**src/rtl/ss_spreader.sv**
```systemverilog
// ss_spreader: spread-spectrum transmitter feeding the ss correlator.
// Buffers 32-bit data words in a small FIFO and spreads each bit, MSB first,
// with a programmable PN chip code into signed 12-bit chip samples. Each
// burst is framed by a 2-cycle sync pulse followed by 3 quiet cycles.
//
// Ports:
//   clk, reset         rising-edge clock, async active-low reset
//   din/addr/strobe    register write port (one write per strobe cycle)
//   dout               register read data, combinational on addr
//   data/push_data     word enqueue; dropped while full=1 (unless popping)
//   full               FIFO full
//   samp/push_samp     chip sample and its single-cycle valid
//   sync               burst start marker
//   busy               FSM active or FIFO non-empty
//
// Register map: 0 PN_CODE, 1 CODE_LEN, 2 AMP, 3 CTRL(bit0 ENABLE),
//               4 STATUS {state[9:8], count[7:0]} (RO), 5 WORDS_SENT (RO).
module ss_spreader #(
  parameter int FIFO_DEPTH = 4,
  parameter int SAMP_GAP   = 0
) (
  input  logic        clk,
  input  logic        reset,
  input  logic [31:0] din,
  input  logic [3:0]  addr,
  input  logic        strobe,
  output logic [31:0] dout,
  input  logic [31:0] data,
  input  logic        push_data,
  output logic        full,
  output logic [11:0] samp,
  output logic        push_samp,
  output logic        sync,
  output logic        busy
);

  localparam int AW = $clog2(FIFO_DEPTH);
  localparam int GW = (SAMP_GAP > 0) ? $clog2(SAMP_GAP + 1) : 1;

  typedef enum logic [1:0] {IDLE = 2'd0, SYNC = 2'd1, GAP = 2'd2, SEND = 2'd3} state_t;

  // Per-word configuration; snapshotted at word start so mid-word register
  // writes only affect the following word.
  typedef struct packed {
    logic [31:0] pn;
    logic [5:0]  len;
    logic [10:0] amp;
  } cfg_t;

  cfg_t        cfg, cur;
  logic        enable;
  logic [31:0] words_sent;

  logic [31:0] mem [FIFO_DEPTH];
  logic [AW-1:0] wr_ptr, rd_ptr;
  logic [AW:0]   count, cnt_nxt;

  state_t      state;
  logic [2:0]  tcnt;
  logic [31:0] word_sh;
  logic [4:0]  bit_cnt;
  logic [4:0]  cptr;      // chip index into PN, counts L-1 down to 0
  logic [GW-1:0] gcnt;

  logic fifo_ne, fifo_full, emit, word_end, cont, start, pop, push_ok, go_idle;
  logic chip, cur_bit;
  logic [5:0]  cur_len_m1, cfg_len_m1;
  logic [11:0] amp_pos, samp_val;

  // ---------------- control decode ----------------
  always_comb begin
    fifo_ne    = (count != '0);
    fifo_full  = (count == {1'b1, {AW{1'b0}}});
    emit       = (state == SEND) && (gcnt == '0);
    word_end   = emit && (bit_cnt == 5'd31) && (cptr == 5'd0);
    cont       = fifo_ne && enable;
    start      = (state == IDLE) && enable && fifo_ne;
    // Pop at burst start (end of GAP) or on a word's last sample when the
    // next word follows without a fresh sync.
    pop        = ((state == GAP) && (tcnt == 3'd0)) || (word_end && cont);
    push_ok    = push_data && (!fifo_full || pop);
    cnt_nxt    = count + {{AW{1'b0}}, push_ok} - {{AW{1'b0}}, pop};
    go_idle    = ((state == IDLE) && !start) || (word_end && !cont);
    cur_len_m1 = cur.len - 6'd1;
    cfg_len_m1 = cfg.len - 6'd1;
    cur_bit    = word_sh[31];
    chip       = cur.pn[cptr];
    amp_pos    = {1'b0, cur.amp};
    samp_val   = (cur_bit ^ chip) ? (12'd0 - amp_pos) : amp_pos;
  end

  // ---------------- register file ----------------
  always_ff @(posedge clk or negedge reset) begin
    if (!reset) begin
      cfg.pn  <= '0;
      cfg.len <= 6'd32;
      cfg.amp <= 11'h100;
      enable  <= 1'b0;
    end else if (strobe) begin
      case (addr)
        4'd0: cfg.pn  <= din;
        4'd1: cfg.len <= ((din[5:0] == 6'd0) || (din[5:0] > 6'd32)) ? 6'd32 : din[5:0];
        4'd2: cfg.amp <= din[10:0];
        4'd3: enable  <= din[0];
        default: ;
      endcase
    end
  end

  always_comb begin
    dout = '0;
    case (addr)
      4'd0: dout = cfg.pn;
      4'd1: dout = {26'd0, cfg.len};
      4'd2: dout = {21'd0, cfg.amp};
      4'd3: dout = {31'd0, enable};
      4'd4: dout = {22'd0, state, 8'(count)};
      4'd5: dout = words_sent;
      default: dout = '0;
    endcase
  end

  // ---------------- FIFO ----------------
  always_ff @(posedge clk) begin
    if (push_ok) mem[wr_ptr] <= data;
  end

  always_ff @(posedge clk or negedge reset) begin
    if (!reset) begin
      wr_ptr <= '0;
      rd_ptr <= '0;
      count  <= '0;
      full   <= 1'b0;
      busy   <= 1'b0;
    end else begin
      if (push_ok) wr_ptr <= wr_ptr + 1'b1;
      if (pop)     rd_ptr <= rd_ptr + 1'b1;
      count <= cnt_nxt;
      full  <= (cnt_nxt == {1'b1, {AW{1'b0}}});
      busy  <= !go_idle || (cnt_nxt != '0);
    end
  end

  // ---------------- burst FSM ----------------
  always_ff @(posedge clk or negedge reset) begin
    if (!reset) begin
      state      <= IDLE;
      tcnt       <= '0;
      cur        <= '0;
      word_sh    <= '0;
      bit_cnt    <= '0;
      cptr       <= '0;
      gcnt       <= '0;
      samp       <= '0;
      push_samp  <= 1'b0;
      sync       <= 1'b0;
      words_sent <= '0;
    end else begin
      push_samp <= 1'b0;
      case (state)
        IDLE: if (start) begin
          state <= SYNC;
          sync  <= 1'b1;
          tcnt  <= 3'd1;
        end
        SYNC: if (tcnt == 3'd0) begin
          state <= GAP;
          sync  <= 1'b0;
          tcnt  <= 3'd2;
        end else tcnt <= tcnt - 3'd1;
        GAP: if (tcnt == 3'd0) begin
          state <= SEND;
          gcnt  <= '0;
        end else tcnt <= tcnt - 3'd1;
        SEND: if (emit) begin
          push_samp <= 1'b1;
          samp      <= samp_val;
          gcnt      <= GW'(SAMP_GAP);
          if (word_end) begin
            words_sent <= words_sent + 32'd1;
            if (!cont) state <= IDLE;
          end else if (cptr == 5'd0) begin
            word_sh <= word_sh << 1;
            bit_cnt <= bit_cnt + 5'd1;
            cptr    <= cur_len_m1[4:0];
          end else begin
            cptr <= cptr - 5'd1;
          end
        end else begin
          gcnt <= gcnt - 1'b1;
        end
        default: state <= IDLE;
      endcase
      // Word load overrides the per-sample updates above on the pop edge.
      if (pop) begin
        word_sh <= mem[rd_ptr];
        cur     <= cfg;
        bit_cnt <= '0;
        cptr    <= cfg_len_m1[4:0];
      end
    end
  end

endmodule

```
**config.mk**
```make
export PLATFORM = sky130hd
export DESIGN_NAME = ss_spreader
export DESIGN_NICKNAME = d
export VERILOG_FILES = /design/src/rtl/ss_spreader.sv
export SDC_FILE = /design/constraint.sdc
export NUM_CORES = 1
export LEC_CHECK = 0
export BUFFER_PORTS_ARGS = -buffer_cell sky130_fd_sc_hd__buf_2
export CAP_MARGIN = 20
export CORE_UTILIZATION = 35
export CTS_CLUSTER_SIZE = 28
export DETAILED_ROUTE_END_ITERATION = 8
export PLACE_DENSITY = 0.48
export SYNTH_ARGS = -nofsm -noshare
export SYNTH_HDL_FRONTEND = slang
export SYNTH_SLANG_ARGS = --single-unit
export TNS_END_PERCENT = 20
```
**constraint.sdc**
```tcl
create_clock -name clk -period 10.2 [get_ports clk]
set_input_delay 1.02 -clock clk [delete_from_list [all_inputs] [get_ports clk]]
set_output_delay 1.02 -clock clk [all_outputs]
set_load 0.01 [all_outputs]
```
Word-level counts from Yosys, hierarchy flattened
Memory sizes are Yosys's and may differ from the RTL's.
Index checks and enable logic that the tools add are counted.
{ "op_classes": {"shift": 0, "bitwise": 2, "addsub": 12, "eq_ne": 19, "n_div": 0, "magnitude_cmp": 2, "muxes": 40, "multipliers": 0, "n_reduce_logical": 45} }
{ "op_table": {"columns": ["cell", "count"], "rows": [
  ["one-hot mux 32 bit (6 select lines)", 1],
  ["two-way mux 32 bit", 5],
  ["two-way mux 5 bit", 10],
  ["adder 32 x 1 -> 32 bit (second input constant)", 1],
  ["subtractor 5 x 1 -> 5 bit (second input constant)", 3],
  ["two-way mux 12 bit", 1],
  ["two-way mux 2 bit", 6],
  ["!= test 2 bit (second input constant)", 6],
  ["AND reduction 2 bit", 6],
  ["AND reduction 3 bit", 4],
  ["subtractor 1 x 11 -> 12 bit (first input constant)", 1],
  ["logical AND 1 bit", 11],
  ["nonzero test 2 bit", 5],
  ["two-way mux 3 bit", 3],
  ["one-hot mux 3 bit (3 select lines)", 1],
  ["nonzero test 3 bit", 3],
  ["== test 4 x 2 -> 1 bit (second input constant)", 2],
  ["== test 4 x 3 -> 1 bit (second input constant)", 2],
  ["two-way mux 1 bit", 8],
  ["one-hot mux 2 bit (4 select lines)", 1],
  ["== test 3 bit (second input constant)", 2],
  ["> comparator 6 bit (second input constant)", 1],
  ["zero test 6 bit", 1],
  ["< comparator 5 x 6 -> 1 bit (second input constant)", 1],
  ["other kinds (24)", 35]
]} }
{ "word_totals": {"latchBits": 0, "memories": 1, "mem_bits_ro": 0, "out_inout_bits": 48, "ram_bits": 128, "register_bits": 201} }
{ "mem_list": {"columns": ["memory", "words", "word_bits", "rd", "rd_ports_with_merged_regs", "write_ports", "line", "rtl"], "rows": [
  ["mem", 4, 32, 1, 0, 1, "54", "logic [31:0] mem [FIFO_DEPTH];"]
]} }

Longest topological paths before layout
Gate-level depths: netlist (run 1).
{ "logic_depth": {"depth_word": 12, "mapped_depth": 16, "ltp_nobuf": 15} }

Worst setup path before layout (run 1)
Ideal clock, no wire load.
{ "synth_timing": {"path_type": "flip-flop to flip-flop", "start": "reg bit_cnt[0]", "end": "reg busy", "period_less_slack_ns": 3.524, "path_slack_ns": 6.676, "n_path_buf": 2, "stages_incl_launch_ff": 17, "t_required_ns": 10.044, "t_arrival_ns": 3.368, "setup_ns": 0.156, "cell_sequence": "dfrtp_1 ha_1 and3_1 ha_1 and3b_1 a41oi_2 inv_2 clkbuf_1 clkbuf_1 ha_1 inv_1 ha_1 inv_1 fa_1 xor2_1 xnor2_1 o2111ai_1"} }
{ "synth_via": {"elab_chain_len": 11, "elab_cells_between_ends": 14, "classes_between": "add/sub (2); eq/ne (1); reduce/logical (11)"} }
{ "synth_lines": {"columns": ["element", "line", "rtl"], "rows": [
  ["start, declared", "61", "logic [4:0] bit_cnt;"],
  ["start signal, assigned", "184", "bit_cnt <= bit_cnt + 5'd1;"],
  ["== test 5 bit (*)", "75", "word_end = emit && (bit_cnt == 5'd31) && (cptr == 5'd0);"],
  ["logical AND 1 bit (*) (2 in series)", "75", null],
  ["logical AND 1 bit", "80", "pop = ((state == GAP) && (tcnt == 3'd0)) || (word_end && cont);"],
  ["logical OR 1 bit", "80", null],
  ["logical OR 1 bit", "81", "push_ok = push_data && (!fifo_full || pop);"],
  ["logical AND 1 bit", "81", null],
  ["adder 3 x 1 -> 3 bit", "82", "cnt_nxt = count + {{AW{1'b0}}, push_ok} - {{AW{1'b0}}, pop};"],
  ["subtractor 3 x 1 -> 3 bit", "82", null],
  ["nonzero test 3 bit", "140", "busy <= !go_idle || (cnt_nxt != '0);"],
  ["logical OR 1 bit (*)", "140", null],
  ["end signal, assigned", "140", null],
  ["end, declared", "34", "output logic busy"]
]} }
Every way passes the cells marked *; elsewhere a longest branch is shown, timed or not.
A chain may end at the register's enable or synchronous reset.

Final worst setup path (run 1)
Ends and elaborated chain as after synthesis.

==> results of run 1 <==
## registers in the layout, indices dropped and copies added (netlist names), 3 cells and up
signal and count:
mem 128, cfg 49, cur 37, word_sh 32
words_sent 32, samp 12, amp_pos 11, bit_cnt 5
cptr 5, count 3, tcnt 3
## worst reg2reg max path, stage by stage, from the launching register on
cell and delay, ps:
dfrtp_1 400, ha_1 220, and3_1 180, ha_1 210, and3b_1 230, a41oi_4 490
clkinv_2 470, ha_1 420, inv_1 50, ha_1 120, inv_1 40, fa_1 370
xor2_1 160, xnor2_1 220, o2111ai_1 150
## power by group through the flow
| stage | Sequential (mW) | Combinational [mW] | Clock (mW) |
|---|---|---|---|
| floorplan | 1.93 | 0.974 | 0 |
| global placement | 2.02 | 1.23 | 0 |
| detailed placement | 2.02 | 1.24 | 0 |
| CTS | 2.00 | 1.25 | 1.35 |
| global route | 2.04 | 1.38 | 1.40 |
| finish | 1.99 | 1.21 | 1.30 |
## cells by family after synthesis
| kind of cell | share of synthesized area |
|---|---|
| AND/OR/NAND/NOR | 0.110 |
| flip-flops | 0.624 |
| AO/OA/AOI/OAI | 0.0672 |
| multiplexers | 0.127 |
| buffers and inverters | 0.0262 |
| XOR/XNOR | 0.0270 |
| adder cells (fa/ha/maj) | 0.0190 |
## metrics by stage
step	hold WS, ps	power, mW	cells	util
after global placement	445	3.25	1716	0.385
after floorplan	430	2.90	1113	-
after CTS	465	4.59	1784	0.414
final	462	4.51	1785	0.415
after detailed placement	451	3.26	1716	0.385
after global routing	483	4.82	1785	0.415
## final timing paths
check | startpoint | to | slack, ps | depth (start not counted)
max | bit_cnt[0] | busy | 6280 | 14
min | cur[44] | cur[44] | 460 | 2
max reg2reg | bit_cnt[0] | busy | 6280 | 14
min reg2reg | cur[44] | cur[44] | 460 | 2
max in group asynchronous | reset | cfg[21] | 7780 | 4
min in group asynchronous | reset | samp[9] | 480 | 1
## per-layer routing
| layer | share of wire | vias up | routed length, um | GRT usage |
|---|---|---|---|---|
| li1 | - | 4221 | - | - |
| met1 | 0.45 | 4357 | 14500 | 0.210 |
| met2 | 0.48 | 147 | 15400 | 0.261 |
| met3 | 0.039 | 58 | 1240 | 0.0280 |
| met4 | 0.024 | 4 | 753 | 0.0475 |
| met5 | 0.00072 | - | 23 | 0 |
## area by class of cell
type	count	share of cell area
Tap cell	525	0.0396
Clock buffer	57	0.0660
Clock inverter	11	0.00498
Sequential cell	329	0.536
Multi-Input combinational cell	700	0.302
Inverter	29	0.00665
Timing Repair Buffer	134	0.0445
## layout by cell type (no fill, tap or decap), drive strengths merged, types with 3 or more instances in the layout
master and n:
a31oi 16, nor2b 5, nor3 7, o21ai 70
edfxtp 128, mux4 36, a222oi 3, mux2i 48
and3 9, xor2 12, nand2 230, nand4 5
and2 9, a21oi 7, dfrtp 199, a22oi 8
xnor2 31, mux2 45, inv 30, buf 133
a221o 4, clkinv 9, nand2b 8, nor4 3
nor3b 3, a22o 22, or3 10, nor2 44
ha 20, nand3 19, clkbuf 58
## synthesized netlist by cell type (all sizes together) (22+ instances only)
cell type	count
nand2	230
dfrtp	199
edfxtp	128
o21ai	70
mux2i	48
mux2	45
nor2	44
mux4	36
clkbuf	34
xnor2	31
inv	29
a22o	22
==> flow_summary.json, run 1 <==
{
  "outcome": "finished, final reports clean",
  "overflow": 0,
  "powerDensity_nw_per_um2": 272,
  "multi_input_area_um2": 5010,
  "ys_warn_count": 0,
  "final_max_slew_viol_count": 0,
  "post_drt_wl_per_cell_um": 17.9,
  "cts_tree": "built",
  "cts_num_sinks": 329,
  "core-area_um2": 39900,
  "syn_area_um2": 14200,
  "synth_edf_count": 128,
  "synth_top_area_frac": 0.350,
  "drv_cap": 0,
  "cts-buffers-inserted": 38,
  "layout.nets": 1325,
  "required_ps": 10550,
  "htreeDepth": 2,
  "period_share": 0.384,
  "cpLargestDelayFamily": "adder cells",
  "worst-setup-path-type": "register to register",
  "path_clk_slew_ps": 60,
  "clock_skew_ps": 14.9,
  "synth_nets": 1206,
  "post_cts_resized": 0,
  "antenna_found_initial": 2,
  "setup_tns_ps": 0,
  "root_buffer": "clkbuf_16",
  "die_y_um": 204,
  "leakagePower_nw": 6.94,
  "drc_errors": 0,
  "detail_route.first_pass.iterations": 6,
  "io_buffers": 119,
  "slew-limit-headroom": 0.327,
  "die_x_um": 204,
  "crit_chain": "ha_1 > and3_1 > ha_1 > and3b_1 > a41oi_4 > clkinv_2 > ha_1 > inv_1 > ha_1 > inv_1 > fa_1 > xor2_1 > xnor2_1 > o2111ai_1",
  "synth_seq_cells": 329,
  "p_int_mw": 3.05,
  "min_path_type": "register to register",
  "crit_buf_inv": 3,
  "start_kind": "register",
  "synthTopCellsByArea": "dfrtp_1 35%, edfxtp_1 27%, nand2_1 6.1%",
  "rsz0062_at_grt": "false",
  "yosysSeqAreaShare": 0.624,
  "nFillCells": 3811,
  "slowest_delay_ps": 490,
  "clkPwrFrac": 0.289,
  "seqPwrFrac": 0.442,
  "grt_pass1_wl_mm": 51.0,
  "clock_tree.buffer_depth": 3,
  "combPwrFrac": 0.269,
  "vias": 8787,
  "min_period_ps": 3920,
  "drive_gt1_frac": 0.221,
  "n_antenna_cell": 0,
  "boundaryPins": 120,
  "cp-end-kind": "register",
  "area_delta_synth_final_pct": 16.4,
  "postSynth.asyncResetShare": 0.611,
  "fin_area_um2": 16600,
  "grt_pass1_vias": 9053,
  "setup_viol": 0,
  "netlist_instances": 1113,
  "p_sw_frac": 0.324,
  "dieArea_um2": 41500,
  "gp_routability_congestion": 0.805,
  "post_cts_buffers": 0,
  "synth_flop_cell": "dfrtp_1",
  "finalHoldViolCount": 0,
  "setup_ws_ps": 6280,
  "placed_area_um2": 15400,
  "ir_drop_mv": 0.118,
  "rows": 73,
  "ctsHoldBuffers": 0,
  "drt-initial-drc-count": 515,
  "tightest_slew_ps": 1010,
  "dp_slack_ps": 6220,
  "grt_usage": 0.157,
  "ant_nets": 0,
  "drt-total-wl_mm": 31.9,
  "synth_cell_types": 61,
  "place_hpwl_mm": 20.3,
  "synth_top_cell_by_area": "dfrtp_1",
  "grt_max_degree": 104,
  "switching_power_mw": 1.46,
  "start_util": 0.356,
  "seq_area_um2": 8880,
  "vias_per_cell": 4.92,
  "critical_path.most_common_cell": "ha_1",
  "cpMaxStageDelayCell": "a41oi_4",
  "max_freq_mhz": 255,
  "arrival_ps": 4280,
  "path_max_fanout": 23,
  "syn_avg_cell_area_um2": 12.8,
  "insertion_delay_ps": 530
}
Note: power is estimated with default switching activity, not from simulation.
==> inputs of run 2 (changes only) <==
==> constraint.sdc (replaced) <==
create_clock -name clk -period 3.8 [get_ports clk]
set_input_delay 0.38 -clock clk [delete_from_list [all_inputs] [get_ports clk]]
set_output_delay 0.38 -clock clk [all_outputs]
set_load 0.01 [all_outputs]
==> run 2 against run 1 <==
Net effect: final area is 0.51% higher; via count is 0.57% higher; non-clock buffer count is 8 higher; worst hold slack worse by 410 ps; worst setup slack worse by 5800 ps; count of clock-buffer cells in the layout is 4 lower; global-route usage is 0.29 points higher; final cell count is 0.39% higher; utilization is 0.21 points higher; clock power grew to 2.7 times the previous value; largest power group unchanged; highest routed layer is now met4.
==> flow_summary.json, run 2 (same netlist as run 1, synthesis figures left out) <==
{
  "max_freq_mhz": 303,
  "antenna_found_initial": 0,
  "grt_use_met1": 0.209,
  "root_buffer": "clkbuf_16",
  "outcome": "finished, final reports clean",
  "die_x_um": 204,
  "multi_input_area_um2": 5010,
  "cts_num_sinks": 329,
  "drive_gt1_frac": 0.227,
  "slowest_delay_ps": 390,
  "period_share": 0.869,
  "start_kind": "register",
  "ff2ff_setup_slack_ps": 500,
  "path_clk_slew_ps": 60,
  "leakagePower_nw": 6.99,
  "arrival_ps": 3710,
  "setup_viol": 0,
  "grt_busiest_layer": "met2",
  "cpMaxStageDelayCell": "dfrtp_1",
  "grt_pass1_wl_mm": 51.6,
  "drc_errors": 0,
  "io_buffers": 119,
  "finalHoldViolCount": 0,
  "whs_path_depth": 1,
  "insertion_delay_ps": 550,
  "start_util": 0.356,
  "required_ps": 4200,
  "placed_area_um2": 15400,
  "grt_util_met3": 0.0275,
  "top_register": "mem",
  "r2r-end": "busy",
  "drv_cap": 0,
  "min_path_type": "input port to register",
  "min-delay-start": "data[13]",
  "finalCoreUtilization": 0.417,
  "clkPwrFrac": 0.291,
  "worst-setup-path-type": "register to register",
  "drt-initial-drc-count": 497,
  "reg_top3": "mem x128, cfg x49, cur x37",
  "powerDensity_nw_per_um2": 734,
  "seqPwrFrac": 0.441,
  "rsz0062_at_grt": "false",
  "met2_usage": 0.268,
  "grt_usage": 0.160,
  "dieArea_um2": 41500,
  "fin_area_um2": 16700,
  "n_antenna_cell": 0,
  "boundaryPins": 120,
  "vias_per_cell": 4.93,
  "min_period_ps": 3300,
  "crit_chain": "ha_1 > and3_1 > ha_1 > and3b_1 > a41oi_4 > a31oi_1 > inv_1 > ha_1 > inv_1 > ha_1 > inv_1 > fa_1 > xor2_1 > xnor2_1 > o2111ai_1",
  "setup_ws_ps": 497,
  "layout.nets": 1333,
  "largest_reg_flops": 128,
  "post_cts_resized": 0,
  "area_delta_synth_final_pct": 17.0,
  "vias": 8837,
  "rows": 73,
  "final_max_slew_viol_count": 0,
  "cp-end-kind": "register",
  "critical_path.most_common_cell": "ha_1",
  "ir_drop_mv": 0.339,
  "p_sw_frac": 0.321,
  "clock_skew_ps": 16.8,
  "post_drt_wl_per_cell_um": 17.9,
  "dp_slack_ps": 484,
  "cts_tree": "built",
  "worst-r2r-cell-count": 15,
  "setup_tns_ps": 0,
  "switching_power_mw": 3.92,
  "place_hpwl_mm": 20.8,
  "ant_nets": 0,
  "combPwrFrac": 0.268,
  "path_max_fanout": 4,
  "seq_area_um2": 8880,
  "final_common_cell": "nand2_1",
  "grt_pass1_vias": 9239,
  "gp_routability_congestion": 0.783,
  "p_int_mw": 8.29,
  "hold_end": "mem[1][13]",
  "overflow": 0,
  "htreeDepth": 2,
  "core-area_um2": 39900,
  "slew-limit-headroom": 0.430,
  "final_cell_mix": "230 x nand2_1, 197 x dfrtp_1, 128 x edfxtp_1, 118 x buf_2, 60 x o21ai_0",
  "reg2reg_from": "bit_cnt[0]",
  "post_cts_buffers": 0,
  "die_y_um": 204,
  "grt_max_degree": 79,
  "drt-total-wl_mm": 32.0,
  "tightest_slew_ps": 855,
  "cts-buffers-inserted": 38,
  "clock_tree.buffer_depth": 3,
  "nFillCells": 3729,
  "detail_route.first_pass.iterations": 4,
  "total_power_mw": 12.2
}
## run 2: cell count changes in the layout (fill, tap and decap cells not counted)
cell           previous run  this run
clkbuf_8                  6         7
clkinv_1                  4         7
clkbuf_1                 13         8
dfrtp_1                 198       197
inv_6                     2         1
bufinv_16                 1         2
dfrtp_2                   1         2
buf_16                    1         0
buf_12                    0         1
buf_4                    14        21
dlygate4sd3_1             0         1
## run 2: layout make-up
| cell class | count | area share |
|---|---|---|
| repair buffers | 142 | 0.0476 |
| flip-flops and latches | 329 | 0.533 |
| clock buffers | 53 | 0.0654 |
| clock inverters | 14 | 0.00691 |
| multi-input cells | 700 | 0.301 |
| inverters | 29 | 0.00661 |
| well taps | 525 | 0.0394 |
## run 2: worst max-delay path by stage
| stage | start | slack, ps | to |
|---|---|---|---|
| 2_1_floorplan | bit_cnt[0] | 280 | busy |
| 3_3_place_gp | bit_cnt[0] | 600 | busy |
| 3_5_place_dp | bit_cnt[0] | 480 | busy |
| 4_1_cts | bit_cnt[0] | 470 | busy |
| 5_1_grt | bit_cnt[0] | 200 | busy |
| 6_report | bit_cnt[0] | 500 | busy |
## run 2: metrics by stage
stage	instances	hold WS, ps
after floorplan	1113	84.4
after global routing	1792	35.8
after global placement	1724	446
after detailed placement	1724	455
after CTS	1792	15.9
final	1792	50.2
## run 2: worst max-delay path, delay by kind of cell (launching register included)
family | cells | cell delay (ps)
adder cells (fa/ha/maj) | 5 | 1160
AO/OA/AOI/OAI | 3 | 600
AND/OR/NAND/NOR | 2 | 440
XOR/XNOR | 2 | 400
flip-flops | 1 | 390
buffers and inverters | 3 | 170
## run 2: power by group through the flow
stage	Sequential (mW)	Combinational (mW)	Clock, mW
2_1_floorplan	5.17	2.61	0
3_3_place_gp	5.47	3.31	0
3_5_place_dp	5.49	3.34	0
4_1_cts	5.43	3.36	3.68
5_1_grt	5.54	3.74	3.81
6_report	5.39	3.27	3.55
## run 2: what timing repair did
action,CTS,global route
hold buffers,1,0
endpoints found under the setup margin,0,0
hold endpoints to repair,73,0
## run 2: per-layer routing
metal,share of wire,routed length [um]
met3,0.037,1180
met5,0,0
met4,0.024,758
met1,0.45,14500
met2,0.49,15600
==> inputs of run 3 (changes only) <==
--- a/config.mk
+++ b/config.mk
@@ -7,10 +7,11 @@
 export LEC_CHECK = 0
 export BUFFER_PORTS_ARGS = -buffer_cell sky130_fd_sc_hd__buf_2
 export CAP_MARGIN = 20
-export CORE_UTILIZATION = 35
+export CORE_UTILIZATION = 45
 export CTS_CLUSTER_SIZE = 28
 export DETAILED_ROUTE_END_ITERATION = 8
-export PLACE_DENSITY = 0.48
+export PLACE_DENSITY = 0.62
+export SLEW_MARGIN = 20
 export SYNTH_ARGS = -nofsm -noshare
 export SYNTH_HDL_FRONTEND = slang
 export SYNTH_SLANG_ARGS = --single-unit
==> constraint.sdc (replaced) <==
create_clock -name clk -period 3 [get_ports clk]
set_input_delay 0.3 -clock clk [delete_from_list [all_inputs] [get_ports clk]]
set_output_delay 0.3 -clock clk [all_outputs]
set_load 0.01 [all_outputs]
==> run 3 against run 2 <==
Net effect: the run now ends with design-rule violations left; first-iteration DRC count grew 22%; non-clock buffer count grew 69; worst setup slack got worse by 490 ps; utilization up 14 points; final cell count is 3.5% lower; critical path depth up 1.
==> flow_summary.json, run 3 (same netlist as run 1, synthesis figures left out) <==
{
  "outcome": "finished, violations left",
  "violations": "design-rule violations",
  "start_kind": "register",
  "largest_reg_flops": 128,
  "min_path_type": "input port to register",
  "reg_top3": "mem x128, cfg x49, cur x37",
  "path_max_fanout": 3,
  "path_clk_slew_ps": 60,
  "drc_errors": 9,
  "area_delta_synth_final_pct": 20.9,
  "n_antenna_cell": 0,
  "antenna_found_initial": 0,
  "total_power_mw": 15.5,
  "cts_num_sinks": 329,
  "top_register": "mem",
  "tightest_slew_ps": 704,
  "layout.nets": 1400,
  "whs_path_depth": 2,
  "drv_cap": 0,
  "cpMaxStageDelayCell": "dfrtp_1",
  "nFillCells": 2596,
  "crit_chain": "ha_2 > and3_4 > ha_4 > and3b_2 > a41oi_4 > buf_6 > clkinv_4 > ha_4 > inv_4 > ha_4 > inv_2 > fa_2 > xor2_2 > xnor2_2 > buf_4 > nor3_2",
  "cts-buffers-inserted": 36,
  "max_freq_mhz": 334,
  "root_buffer": "clkbuf_16",
  "reg2reg_from": "bit_cnt[0]",
  "hold_end": "cfg[36]",
  "detail_route.first_pass.iterations": 9,
  "grt_pass1_vias": 9209,
  "drive_gt1_frac": 0.248,
  "ir_drop_mv": 0.727,
  "setup_tns_ps": 0,
  "leakagePower_nw": 7.29,
  "die_x_um": 180,
  "required_ps": 3420,
  "cp-end-kind": "register",
  "critical_path.most_common_cell": "ha_4",
  "grt_pass1_wl_mm": 49.0,
  "ff2ff_setup_slack_ps": 10,
  "io_buffers": 119,
  "rsz0062_at_grt": "true",
  "multi_input_area_um2": 5080,
  "finalCoreUtilization": 0.558,
  "dieArea_um2": 32300,
  "worst-r2r-cell-count": 16,
  "critPathLaunch": "bit_cnt[0]",
  "finalHoldViolCount": 0,
  "gp_routability_congestion": 0.857,
  "min-delay-start": "din[19]",
  "arrival_ps": 3410,
  "slew-limit-headroom": 0.531,
  "insertion_delay_ps": 520,
  "final_max_slew_viol_count": 0,
  "place_hpwl_mm": 19.3,
  "grt_max_degree": 124,
  "r2r-end": "full",
  "slowest_delay_ps": 390,
  "drt-total-wl_mm": 29.9,
  "htreeDepth": 2,
  "rows": 64,
  "powerDensity_nw_per_um2": 904,
  "ant_nets": 0,
  "setup_viol": 0,
  "fin_hold_ws_ps": 18.3,
  "drt-initial-drc-count": 606,
  "crit_buf_inv": 5,
  "start_util": 0.461,
  "core-area_um2": 30800,
  "clock_tree.buffer_depth": 3,
  "vias": 9140,
  "boundaryPins": 120,
  "cpLargestDelayFamily": "adder cells",
  "worst-setup-path-type": "register to register",
  "min_period_ps": 2990,
  "vias_per_cell": 5.28,
  "final_common_cell": "nand2_1",
  "grt_usage": 0.189,
  "period_share": 0.997,
  "clock_skew_ps": 23.4,
  "seq_area_um2": 8880,
  "post_drt_wl_per_cell_um": 17.3,
  "overflow": 0,
  "final_cell_mix": "230 x nand2_1, 198 x dfrtp_1, 128 x edfxtp_1, 118 x buf_2, 60 x o21ai_0",
  "cts_tree": "built",
  "die_y_um": 180
}
run 3: cell count changes in the layout (fill, tap and decap cells not counted), sizes merged:
cell         change
dlygate4sd3     +38
buf             +31
bufinv           -2
clkbuf           -2
clkinv           +2
clkinvlp         +1
inv              -1
run 3: timing repair:
action / in CTS / in global routing
endpoints found under the setup margin: 2 / 4
setup buffers: 4 / 0
hold buffers: 39 / 0
pin swaps: 8 / 0
resized for setup: 5 / 2
endpoints found under the hold margin: 209 / 0
run 3: worst reg2reg max path: cells and delay by family, from the launching register on:
kind | cells | cell delay (ps)
compound gates | 1 | 250
xor+xnor | 2 | 320
fa+ha+maj | 5 | 1030
buf+inv | 5 | 420
flops | 1 | 390
simple gates | 3 | 490
run 3: area by class of cell:
cell class,count,share of cell area
flip-flops and latches,329,0.516
multi-input cells,700,0.296
repair buffers,211,0.0870
clock buffers,51,0.0616
well taps,396,0.0288
inverters,29,0.00676
clock inverters,14,0.00444
run 3: worst max-delay path by stage:
stage	endpoint	slack [ps]	depth (start not counted)
floorplan	busy	-260	16
global placement	full	6	16
detailed placement	full	-30	16
CTS	full	-20	16
global route	busy	-160	15
finish	full	10	16
run 3: where the power goes:
part,switching (mW),internal [mW]
logic,2.50,2.20
registers,0.696,5.96
clock network,1.73,2.46
run 3: per-stage QoR:
step           setup WS (ps)  area (um^2)  instances
6_report                10.2        17200       1730
2_1_floorplan           -262        14300       1113
5_1_grt                 -156        17200       1730
3_5_place_dp           -34.3        15600       1622
4_1_cts                -22.4        17200       1730
3_3_place_gp            5.91        15600       1622
run 3: layer usage:
layer | global-route usage | vias to the layer above | share of wire
met5 | 0 | - | 0
met4 | 0.0559 | 0 | 0.020
met3 | 0.0300 | 47 | 0.047
met2 | 0.314 | 223 | 0.48
met1 | 0.256 | 4496 | 0.45
li1 | - | 4374 | -
